$ cat config.mk
export PLATFORM = sky130hd
export DESIGN_NAME = vga_scan_driver
export DESIGN_NICKNAME = d
export VERILOG_FILES = /design/src/rtl/vga_scan_driver.sv
export SDC_FILE = /design/constraint.sdc
export NUM_CORES = 1
export LEC_CHECK = 0
export CORE_ASPECT_RATIO = 2
export CORE_MARGIN = 3
export CORE_UTILIZATION = 34
export CTS_BUF_LIST = sky130_fd_sc_hd__clkbuf_8
export DETAILED_ROUTE_END_ITERATION = 16
export GPL_ROUTABILITY_DRIVEN = 0
export PLACE_DENSITY_LB_ADDON = 0.15
export SLEW_MARGIN = 0
export SYNTH_ARGS = -nofsm -noshare
export SYNTH_HDL_FRONTEND = slang
export SYNTH_SLANG_ARGS = --single-unit
$ cat constraint.sdc
create_clock -name clk -period 3.7 [get_ports clk]
set_clock_uncertainty 0.15 [all_clocks]
set_input_delay 0.555 -clock clk [delete_from_list [all_inputs] [get_ports clk]]
set_output_delay 0.555 -clock clk [all_outputs]
set_load 0.01 [all_outputs]
$ cat src/rtl/vga_scan_driver.sv
// VGA raster generator around a combinational renderer: scan counters, sync decode,
// a HIT_LAT-deep pixel/sync pipeline and a register snapshot taken once per frame.
module vga_scan_driver #(
   parameter int         H_VISIBLE = 800,
   parameter int         H_FRONT   = 56,
   parameter int         H_SYNC    = 120,
   parameter int         H_BACK    = 64,
   parameter int         V_VISIBLE = 600,
   parameter int         V_FRONT   = 37,
   parameter int         V_SYNC    = 6,
   parameter int         V_BACK    = 23,
   parameter bit         SYNC_POS  = 1'b1,
   parameter int         HIT_LAT   = 1,
   parameter logic [8:0] FG_COLOR  = 9'h1FF,
   parameter logic [8:0] BG_COLOR  = 9'h000
) (
   input  logic           clk,
   input  logic           rst,
   output logic [10:0]    x,
   output logic [10:0]    y,
   input  logic           hit,
   input  logic [175:0]   regs_in,
   output logic [175:0]   regs_snap,
   output logic           frame_start,
   output logic           hsync,
   output logic           vsync,
   output logic [8:0]     rgb
);

   localparam int         H_TOTAL = H_VISIBLE + H_FRONT + H_SYNC + H_BACK;
   localparam int         V_TOTAL = V_VISIBLE + V_FRONT + V_SYNC + V_BACK;
   localparam logic [10:0] H_LAST = 11'(H_TOTAL - 1);
   localparam logic [10:0] V_LAST = 11'(V_TOTAL - 1);
   localparam logic [10:0] H_VIS  = 11'(H_VISIBLE);
   localparam logic [10:0] V_VIS  = 11'(V_VISIBLE);
   localparam logic [10:0] SNAP_Y = 11'(V_VISIBLE - 1);
   localparam logic [10:0] HS_BEG = 11'(H_VISIBLE + H_FRONT);
   localparam logic [10:0] HS_END = 11'(H_VISIBLE + H_FRONT + H_SYNC - 1);
   localparam logic [10:0] VS_BEG = 11'(V_VISIBLE + V_FRONT);
   localparam logic [10:0] VS_END = 11'(V_VISIBLE + V_FRONT + V_SYNC - 1);
   localparam logic       SYNC_IDLE = ~SYNC_POS;

   typedef struct packed {
      logic [8:0] pix;
      logic       hs;
      logic       vs;
   } stage_t;

   localparam stage_t IDLE_STAGE = '{pix: 9'h000, hs: SYNC_IDLE, vs: SYNC_IDLE};

   logic [10:0]  x_q, x_d, y_q, y_d;
   logic         run_q;
   logic         fs_q, fs_d;
   logic [175:0] snap_q, snap_d;
   logic         active;
   stage_t       raw;
   stage_t [HIT_LAT-1:0] pipe_q;

   // run_q holds the raster at (0,0) for one extra cycle after reset so that the
   // first post-reset cycle shows x=0,y=0 together with the frame_start pulse.
   always_comb begin
      x_d = x_q;
      y_d = y_q;
      if (run_q) begin
         if (x_q == H_LAST) begin
            x_d = '0;
            y_d = (y_q == V_LAST) ? '0 : y_q + 11'd1;
         end else begin
            x_d = x_q + 11'd1;
         end
      end
      fs_d   = (x_d == '0) && (y_d == '0);
      snap_d = ((x_q == H_LAST) && (y_q == SNAP_Y)) ? regs_in : snap_q;
   end

   // Blanking forces pix to 0 without looking at hit, so an undriven hit never leaks out.
   always_comb begin
      raw    = IDLE_STAGE;
      active = (x_q < H_VIS) && (y_q < V_VIS);
      if (run_q) begin
         if (active) begin
            if (hit) raw.pix = FG_COLOR;
            else     raw.pix = BG_COLOR;
         end
         if ((x_q >= HS_BEG) && (x_q <= HS_END)) raw.hs = SYNC_POS;
         if ((y_q >= VS_BEG) && (y_q <= VS_END)) raw.vs = SYNC_POS;
      end
   end

   always_ff @(posedge clk) begin
      if (!rst) begin
         x_q    <= '0;
         y_q    <= '0;
         run_q  <= 1'b0;
         fs_q   <= 1'b0;
         snap_q <= '0;
      end else begin
         x_q    <= x_d;
         y_q    <= y_d;
         run_q  <= 1'b1;
         fs_q   <= fs_d;
         snap_q <= snap_d;
      end
   end

   always_ff @(posedge clk) begin
      if (!rst) begin
         for (int i = 0; i < HIT_LAT; i++) pipe_q[i] <= IDLE_STAGE;
      end else begin
         pipe_q[0] <= raw;
         for (int i = 1; i < HIT_LAT; i++) pipe_q[i] <= pipe_q[i-1];
      end
   end

   assign x           = x_q;
   assign y           = y_q;
   assign frame_start = fs_q;
   assign regs_snap   = snap_q;
   assign rgb         = pipe_q[HIT_LAT-1].pix;
   assign hsync       = pipe_q[HIT_LAT-1].hs;
   assign vsync       = pipe_q[HIT_LAT-1].vs;

endmodule

Yosys cells after proc, flatten, opt, wreduce, memory -nomap -nowiden
Index checks and enable logic that the tools add are counted.

Eq/ne operators: 3. Multiply operators: 0. Reductions and logical operators: 9. Bitwise gates (word level): 0. Shift operators: 0. Div/mod/pow operators: 0. Magnitude comparators: 6. $add $sub $neg: 2. Muxes and demuxes: 9.

Operators with widths (count): 2-to-1 mux 11 bit (5); adder 11 x 1 -> 11 bit (second input constant) (2); equality test 11 x 10 -> 1 bit (second input constant) (2); >= comparator 11 x 10 -> 1 bit (second input constant) (2); less-or-equal comparator 11 x 10 -> 1 bit (second input constant) (2); logical NOT 11 bit (2); less-than comparator 11 x 10 -> 1 bit (second input constant) (2); equality test 11 bit (second input constant) (1); 2-to-1 mux 9 bit (1); logical AND 1 bit (5); 2-to-1 mux 1 bit (3); AND reduction 3 bit (1); AND reduction 2 bit (1).

RAM bits: 0. Memories: 0. Memory bits (read-only): 0. Register bits after elaboration: 211. Latch bits: 0. Output and inout port bits: 210. Logic and storage cells: 37. Bits of input ports: 179.

Longest topological paths before layout
Gate-level depths: netlist (run 1).

Depth after elaboration: 6. Mapped depth: 9. Depth with buffers taken out: 8.

Least setup slack after synthesis (run 1)
Ideal clock, no wire load.

Path type: reg-to-reg. Start: register x_q[5] (netlist: x[5]). End: register snap_q[0] (netlist: regs_snap[0]). Stages on the path, launching flop included: 10. Arrival: 2441 ps. Buffers on the path: 4. Required time: 3418 ps. Slack: 977 ps. Path through: dfxtp_1 > buf_6 > or3_4 > or4_4 > or4_1 > buf_2 > buf_6 > buf_6 > nand2_1 > a21oi_1.

Longest elaborated chain between the ends: 2.

Ends and longest elaborated chain: start, declared (line 51) `logic [10:0] x_q, x_d, y_q, y_d;`; start signal, assigned (line 92) `x_q <= '0;`; start signal, assigned (line 98) `x_q <= x_d;`; equality test 11 bit (line 73) `snap_d = ((x_q == H_LAST) && (y_q == SNAP_Y)) ? regs_in : snap_q;`; logical AND 1 bit (line 73); end signal, assigned (line 102) `snap_q <= snap_d;`; end, declared (line 54) `logic [175:0] snap_q, snap_d;`.

No other way between the ends. A chain may end at the register's enable or synchronous reset.

Worst setup path after layout (run 1)
Start: register x_q[7] (netlist: x[7]). End: register snap_q[102] (netlist: regs_snap[102]).

Same word-level chain as after synthesis.

==> results.md, run 1 <==
- Mux contribution to synthesized area: 0
- CTS tree: yes
- Total nets after synthesis: 1168
- TritonCTS buffer count: 31
- Number of distinct library cell variants in the gate-level netlist after synthesis: 54
- Data arrival time of the critical path: 3060 ps
- Worst Hold Class: reg2reg
- Ports: 389
- Growth of design area from synthesis to finish: 58.8%
- Crit-path slowest cell: sky130_fd_sc_hd__or4_4
- Power density over cell area: 362 nW/um2
- NumNets Final: 1523
- Final-report hold violation count: 0
- Final WS setup: 886 ps
- Ordered list of cells on the worst path: or3_4 > or4_4 > or4_4 > buf_4 > nand2_1 > a21oi_1
- Required time worst endpoint: 3940 ps
- Detailed Place HPWL: 20.9 mm
- Number of H-tree levels: 1
- Post-synthesis async set-or-reset flop share: 0
- Count of TritonRoute iterations in the first routing pass: 4
- Min cycle time layout: 2810 ps
- Post-synthesis share of cell area spent on xor and xnor gates: 0.0134
- Yosys Warn Count: 0
- Cell area after synthesis: 7860 um2
- Floorplan core area: 22700 um2
- Number of synthesized flops with an enable pin: 0
- Die boundary height: 221 um
- Clock latency at the later pin of the worst-skew pair: 570 ps
- Area share of fa/ha/maj cells after synthesis: 0.00796
- Setup slack after placement: 894 ps
- Number of buffers inserted by post-CTS setup repair: 0
- Complex-gate fraction of the synthesized area: 0.147
- Wire length of the first global-routing pass: 43.9 mm
- Number of max-cap violations: 0
- Top post-synthesis cells by area: sky130_fd_sc_hd__dfxtp_1 (52%), sky130_fd_sc_hd__nand2_1 (18%), sky130_fd_sc_hd__a21oi_1 (12%)
- Clk network pwr share: 0.455
- Critical path peak fanout: 58
- Number of antenna-violating nets in the routed design: 0
- Antenna violations before repair: 2
- Share of the synthesized area in the top cell type: 0.517
- Post-synthesis sequential area ratio: 0.517
- First DRT Iteration DRCs: 446
- Ratio of final minimum period to clock period: 0.761
- Hold_buf cts: 0
- Unrepaired setup endpoints after global routing: no
- Buffer and inverter count on the worst path: 1
- Mean cell area of the mapped netlist: 7.99 um2
- Fillers: 2139
- Share of power burned in registers: 0.486
- Clock transition time at the flip-flop clock pins of the worst setup and hold paths: 60 ps
- Site row count: 78
- Simple logic cell fraction of the synthesized area: 0.245
- Total via count after detailed routing: 7876
- Maximum number of pins on one net before global-route repair: 186
- Crit-path most repeated cell: sky130_fd_sc_hd__or4_4
- Total number of clock tree sinks: 203
- Outcome: completed
- Overall routed net length: 28.9 mm
- Number of buffers on the longest clock path: 3
- Register bit count reported by yosys: 203
- Worst relative slew slack: 0.305
- Dominant combinational cell family by area after synthesis: simple AND/OR/NAND/NOR gates
- Kind of end point of the critical path: register
- Vias in the first global route: 7596
- Slew @ Worst Pin: 1040 ps
- Category of the most critical setup path: reg2reg
- Width of the chip: 114 um
- Setup violations, final: 0
- Switching power of the nets: 0.000969 W
- WL/cell: 17.6 um
- Switching power as a share of total power: 0.214
- Die footprint: 25100 um2
- Most common flop cell mapped by yosys: sky130_fd_sc_hd__dfxtp_1
- # resized after CTS: 0
- Maximum vdd drop: 379 uV
- Final sum of negative setup slack: 0 ps
- Internal Dissipation: 0.00355 W
- Crit-path leading delay family: simple AND/OR/NAND/NOR gates
- Crit start category: register
- IO buf count: 388
- Final slew viol count: 0
- Root cell of the clock tree: sky130_fd_sc_hd__clkbuf_8
- Hold_sp: regs_snap[43]
- Maximum clock frequency: 355 MHz
- Max stage delay on crit path: 590 ps
- Cells after synthesis: 984
- Cell type contributing the most total cell area after synthesis: sky130_fd_sc_hd__dfxtp_1
- Worst setup path startpoint: x[7]
- Source of the worst register-to-register timing path: x[7]
- Routed via count divided by cell count: 4.79
- Congestion Overflow GR: 0
- Starting density of the core: 0.346
- Fraction of layout cells with a size suffix above 1: 0.0558
- Leakage power figure: 4.21 nW
- Number of design rule violations left after detail routing: 0
- Proportion of power drawn by combinational gates: 0.060
- Gr usage total: 0.220
## per-stage QoR
step           std cells  power (W)  area (um2)   util  hold slack, ps
5_1_grt             1644    0.00469       12500  0.549             318
6_report            1644    0.00452       12500  0.549             298
2_1_floorplan        984    0.00230        7860      -             326
3_5_place_dp        1586    0.00251       11800  0.519             292
4_1_cts             1642    0.00460       12500  0.549             301
3_3_place_gp        1586    0.00251       11800  0.519             287
## metal layers
| layer | GRT usage | vias to the layer above | part of all wire |
|---|---|---|---|
| met5 | 0 | - | 0 |
| li1 | - | 3933 | - |
| met4 | 0.0811 | 0 | 0.038 |
| met3 | 0.0567 | 59 | 0.074 |
| met1 | 0.223 | 3613 | 0.35 |
| met2 | 0.419 | 271 | 0.54 |
## state kept, by name, indices dropped and copies added, names as in the netlist
register / cells
frame_start: 1
hsync: 1
regs_snap: 176
rgb: 1
run_q: 1
vsync: 1
x: 11
y: 11
## power groups by stage
stage	logic, W	registers (W)	clock network [W]
2_1_floorplan	0.0000535	0.00224	0
3_3_place_gp	0.000270	0.00224	0
3_5_place_dp	0.000269	0.00224	0
4_1_cts	0.000272	0.00219	0.00214
5_1_grt	0.000285	0.00219	0.00221
6_report	0.000270	0.00219	0.00206
## cell type report
class,instances,area [um2],share of cell area
well taps,280,350,0.0281
diodes,2,5.00,0.000401
clock inverters,16,143,0.0114
multi-input cells,692,3270,0.262
repair buffers,404,4080,0.327
inverters,7,31.3,0.00250
clock buffers,40,551,0.0441
flip-flops and latches,203,4060,0.325
## placed cells by master, fill, tap and decap left out, types with 3 or more instances in the layout
master / Yosys / layout
sky130_fd_sc_hd__clkbuf_8: 0 / 40
sky130_fd_sc_hd__nor4_1: 6 / 6
sky130_fd_sc_hd__xor2_1: 3 / 3
sky130_fd_sc_hd__inv_1: 6 / 16
sky130_fd_sc_hd__or2_2: 4 / 4
sky130_fd_sc_hd__or3_1: 4 / 4
sky130_fd_sc_hd__nor3_1: 4 / 4
sky130_fd_sc_hd__nor3b_1: 3 / 3
sky130_fd_sc_hd__a21oi_1: 190 / 190
sky130_fd_sc_hd__o21ai_0: 4 / 4
sky130_fd_sc_hd__nand2_1: 372 / 372
sky130_fd_sc_hd__buf_4: 16 / 10
sky130_fd_sc_hd__nor2_1: 22 / 22
sky130_fd_sc_hd__and2_1: 4 / 4
sky130_fd_sc_hd__and3_1: 3 / 3
sky130_fd_sc_hd__nand4_1: 3 / 3
sky130_fd_sc_hd__dfxtp_1: 203 / 203
sky130_fd_sc_hd__ha_1: 5 / 5
sky130_fd_sc_hd__bufinv_16: 0 / 3
sky130_fd_sc_hd__xnor2_1: 9 / 9
sky130_fd_sc_hd__and4_1: 3 / 3
sky130_fd_sc_hd__clkdlybuf4s50_1: 0 / 388
sky130_fd_sc_hd__nand3_1: 8 / 8
sky130_fd_sc_hd__nor2b_1: 3 / 3
sky130_fd_sc_hd__clkinv_2: 0 / 3
sky130_fd_sc_hd__o21a_1: 4 / 4
sky130_fd_sc_hd__buf_12: 0 / 6
## tightest hold or removal path, delay by kind of cell, from the launching register on
| kind | cells | cell delay [ps] |
|---|---|---|
| compound gates | 1 | 50 |
| flops | 1 | 310 |
| simple gates | 1 | 50 |
## final timing paths
check | slack, ps | to | cells after the start
setup reg to reg | 890 | regs_snap[102] | 6
setup / recovery | 890 | regs_snap[102] | 6
hold / removal | 300 | regs_snap[43] | 2
hold reg to reg | 300 | regs_snap[43] | 2
## Yosys cell counts (3+ instances only)
master	instances
sky130_fd_sc_hd__nand2_1	372
sky130_fd_sc_hd__dfxtp_1	203
sky130_fd_sc_hd__a21oi_1	190
sky130_fd_sc_hd__clkbuf_1	34
sky130_fd_sc_hd__nor2_1	22
sky130_fd_sc_hd__buf_6	18
sky130_fd_sc_hd__buf_4	16
sky130_fd_sc_hd__buf_2	13
sky130_fd_sc_hd__xnor2_1	9
sky130_fd_sc_hd__nand3_1	8
sky130_fd_sc_hd__inv_1	6
sky130_fd_sc_hd__nor4_1	6
sky130_fd_sc_hd__ha_1	5
sky130_fd_sc_hd__and2_1	4
sky130_fd_sc_hd__nor3_1	4
sky130_fd_sc_hd__o21a_1	4
sky130_fd_sc_hd__o21ai_0	4
sky130_fd_sc_hd__or2_2	4
sky130_fd_sc_hd__or3_1	4
sky130_fd_sc_hd__and3_1	3
sky130_fd_sc_hd__and4_1	3
sky130_fd_sc_hd__nand4_1	3
sky130_fd_sc_hd__nor2b_1	3
sky130_fd_sc_hd__nor3b_1	3
sky130_fd_sc_hd__or4_1	3
sky130_fd_sc_hd__xor2_1	3
## kinds of logic after synthesis
kind of cell / Yosys count
xor+xnor: 12
simple gates: 458
buf+inv: 89
fa+ha+maj: 5
flops: 203
compound gates: 217
Note: power is estimated with default switching activity, not from simulation.
==> inputs of run 2 (changes only) <==
==> constraint.sdc (replaced) <==
create_clock -name clk -period 2.3 [get_ports clk]
set_clock_uncertainty 0.15 [all_clocks]
set_input_delay 0.345 -clock clk [delete_from_list [all_inputs] [get_ports clk]]
set_output_delay 0.345 -clock clk [all_outputs]
set_load 0.01 [all_outputs]
==> run 2 against run 1 <==
  * The run now ends with setup timing left
  * Sequential cell count stayed put
  * Fmax is 13% higher
  * Via count is 5.6% higher
  * Clock power is 33% higher
  * Die area stayed put
  * Register-to-register slack worse by 1100 ps
  * Wire length is 8.6% higher
  * Utilization is 3.8 points higher
  * Sequential power is 61% higher
  * Total power is 49% higher
  * Setup slack worse by 1100 ps
  * Non-clock buffer count is 78 higher
  * Highest routed layer unchanged
==> results.md, run 2 (synthesis gave the netlist of run 1 again) <==
- Outcome: finished, violations left
- Violations in the final reports: setup timing
- Antenna violations before repair: 1 (-1)
- Wire length of the first global-routing pass: 44.5 mm (+1.3%)
- Category of the most critical setup path: reg2reg
- Setup violations, final: 178 (+178)
- IO buf count: 388 (unchanged)
- Maximum number of pins on one net before global-route repair: 137 (-26%)
- Data arrival time of the critical path: 2760 ps (-300 ps)
- Die boundary height: 221 um (unchanged)
- Area occupied by multi-input gates: 3390 um2 (+3.7%)
- M1 GR Usage: 0.234 (+0.0109)
- Number of H-tree levels: 1 (unchanged)
- Worst Hold Class: in2reg
- Site row count: 78 (unchanged)
- Required time worst endpoint: 2560 ps (-1380 ps)
- Growth of design area from synthesis to finish: 69.9%
- Min cycle time layout: 2500 ps (-316 ps)
- Flip-flop and latch area: 4070 um2 (+0.15%)
- Maximum clock frequency: 400 MHz (+13%)
- Final slew viol count: 0 (unchanged)
- Fillers: 2036 (-4.8%)
- Proportion of power drawn by combinational gates: 0.069 (+0.009)
- Final-report hold violation count: 0 (unchanged)
- First DRT Iteration DRCs: 432 (-3.1%)
- WL/cell: 18.3 um (+4.0%)
- Share of power burned in registers: 0.523 (+0.037)
- Clock latency at the later pin of the worst-skew pair: 580 ps (about the same)
- Maximum vdd drop: 488 uV (+29%)
- Ratio of final minimum period to clock period: 1.09 (+0.326)
- Root cell of the clock tree: sky130_fd_sc_hd__clkbuf_8
- Clk network pwr share: 0.407 (-0.048)
- Unrepaired setup endpoints after global routing: yes
- Crit-path slowest cell: sky130_fd_sc_hd__or4_4
- Crit start category: register
- Overall routed net length: 31.4 mm (+8.6%)
- Slew @ Worst Pin: 730 ps (-311 ps)
- CTS tree: yes
- Switching power as a share of total power: 0.225 (+0.0109)
- Number of max-cap violations: 0 (unchanged)
- Count of TritonRoute iterations in the first routing pass: 4 (unchanged)
- Die footprint: 25100 um2 (unchanged)
- Vias in the first global route: 7798 (+2.7%)
- Fraction of layout cells with a size suffix above 1: 0.121 (+0.0648)
- Starting density of the core: 0.346 (unchanged)
- TritonCTS buffer count: 29 (-6.5%)
- Critical path peak fanout: 79 (+36%)
- Power density over cell area: 504 nW/um2 (+39%)
- Switching power of the nets: 0.00152 W (+57%)
- Clock transition time at the flip-flop clock pins of the worst setup and hold paths: 70 ps (about the same)
- Fraction of met3 tracks used by global routing: 0.0550 (-0.00164)
- Layer with the highest usage after global routing: met2
- Width of the chip: 114 um (unchanged)
- Worst relative slew slack: 0.513 (+0.208)
- Total via count after detailed routing: 8316 (+5.6%)
- Leakage power figure: 4.69 nW (+12%)
- Ordered list of cells on the worst path: or3_4 > or4_4 > or4_4 > buf_12 > nand2_1 > a21oi_1
- Internal Dissipation: 0.00522 W (+47%)
- Number of design rule violations left after detail routing: 0 (unchanged)
- Most frequent cells in the layout: sky130_fd_sc_hd__clkdlybuf4s50_1 (388), sky130_fd_sc_hd__nand2_1 (358), sky130_fd_sc_hd__dfxtp_1 (198)
- Ports: 389 (unchanged)
- Final WS setup: -199 ps (-1080 ps)
- Final std cell area, no fill: 13400 um2 (+7.0%)
- Placed cell count: 1639 (+3.3%)
- Hold_ws: 167 ps (-131 ps)
- Number of buffers on the longest clock path: 3 (unchanged)
- Crit-path most repeated cell: sky130_fd_sc_hd__or4_4
- NumNets Final: 1599 (+5.0%)
- Non-filler instance count after layout: 1716 (+4.4%)
- Kind of end point of the critical path: register
- Number of antenna-violating nets in the routed design: 0 (unchanged)
- Met2 Resource Use GR: 0.416 (-0.00324)
- Congestion Overflow GR: 0 (unchanged)
- Max FFs per register: 176 (unchanged)
- Detailed Place HPWL: 21.4 mm (+2.0%)
- Routed via count divided by cell count: 4.85 (+1.2%)
- Cell area after placement: 12300 um2 (+4.0%)
- Most common library cell in the layout ignoring fill and taps: sky130_fd_sc_hd__clkdlybuf4s50_1
- Gr usage total: 0.225 (+0.00459)
- Total number of clock tree sinks: 203 (unchanged)
- Floorplan core area: 22700 um2 (unchanged)
- Max stage delay on crit path: 510 ps (-80 ps)
[run 2: power groups by stage]
| stage | clock (W) | combinational (W) | sequential [W] |
|---|---|---|---|
| after detailed placement | 0 | 0.000460 | 0.00361 |
| after global routing | 0.00299 | 0.000495 | 0.00353 |
| after floorplan | 0 | 0.0000855 | 0.00361 |
| after global placement | 0 | 0.000460 | 0.00361 |
| after CTS | 0.00286 | 0.000465 | 0.00353 |
| final | 0.00275 | 0.000468 | 0.00353 |
[run 2: path summary, 6_finish.rpt]
| check | start | to | slack, ps | cells after the start |
|---|---|---|---|---|
| setup / recovery | x[6] | regs_snap[6] | -200 | 6 |
| hold / removal | regs_in[102] | regs_snap[102] | 170 | 3 |
| setup reg to reg | x[6] | regs_snap[6] | -200 | 6 |
| hold reg to reg | regs_snap[122] | regs_snap[122] | 300 | 2 |
[run 2: worst max-delay path: cells and delay by family, from the launching register on]
kind                   cells  cell delay, ps
AOI/OAI and AO/OA          1              60
buffers and inverters      1             220
DFF                        1             320
and+or+nand+nor            4            1510
[run 2: through the flow]
step	setup slack [ps]	utilization	TNS [ps]	total power, W
6_report	-199	0.588	-28310	0.00674
3_5_place_dp	-190	0.539	-27300	0.00407
3_3_place_gp	-137	0.539	-21310	0.00406
5_1_grt	-273	0.588	-38610	0.00701
4_1_cts	-187	0.569	-26810	0.00685
2_1_floorplan	-191	-	-29260	0.00369
[run 2: timing repair]
item / 4_1_cts / 5_1_grt
pin swaps: 0 / 9
cloned: 3 / 11
setup endpoints to repair: 178 / 178
hold buffers: 0 / 0
buffers inserted: 2 / 10
gates resized for setup: 8 / 37
[run 2: layout make-up]
cell class | count | area share
repair buffers | 482 | 0.372
flip-flops and latches | 203 | 0.305
multi-input cells | 692 | 0.254
clock buffers | 32 | 0.0330
well taps | 280 | 0.0262
clock inverters | 19 | 0.00777
inverters | 7 | 0.00234
diodes | 1 | 0.000187
[run 2: layer usage]
metal / vias up / routed length (um)
li1: 4086 / -
met1: 3831 / 11000
met2: 331 / 16800
met3: 68 / 2240
met4: 0 / 1310
met5: - / 0
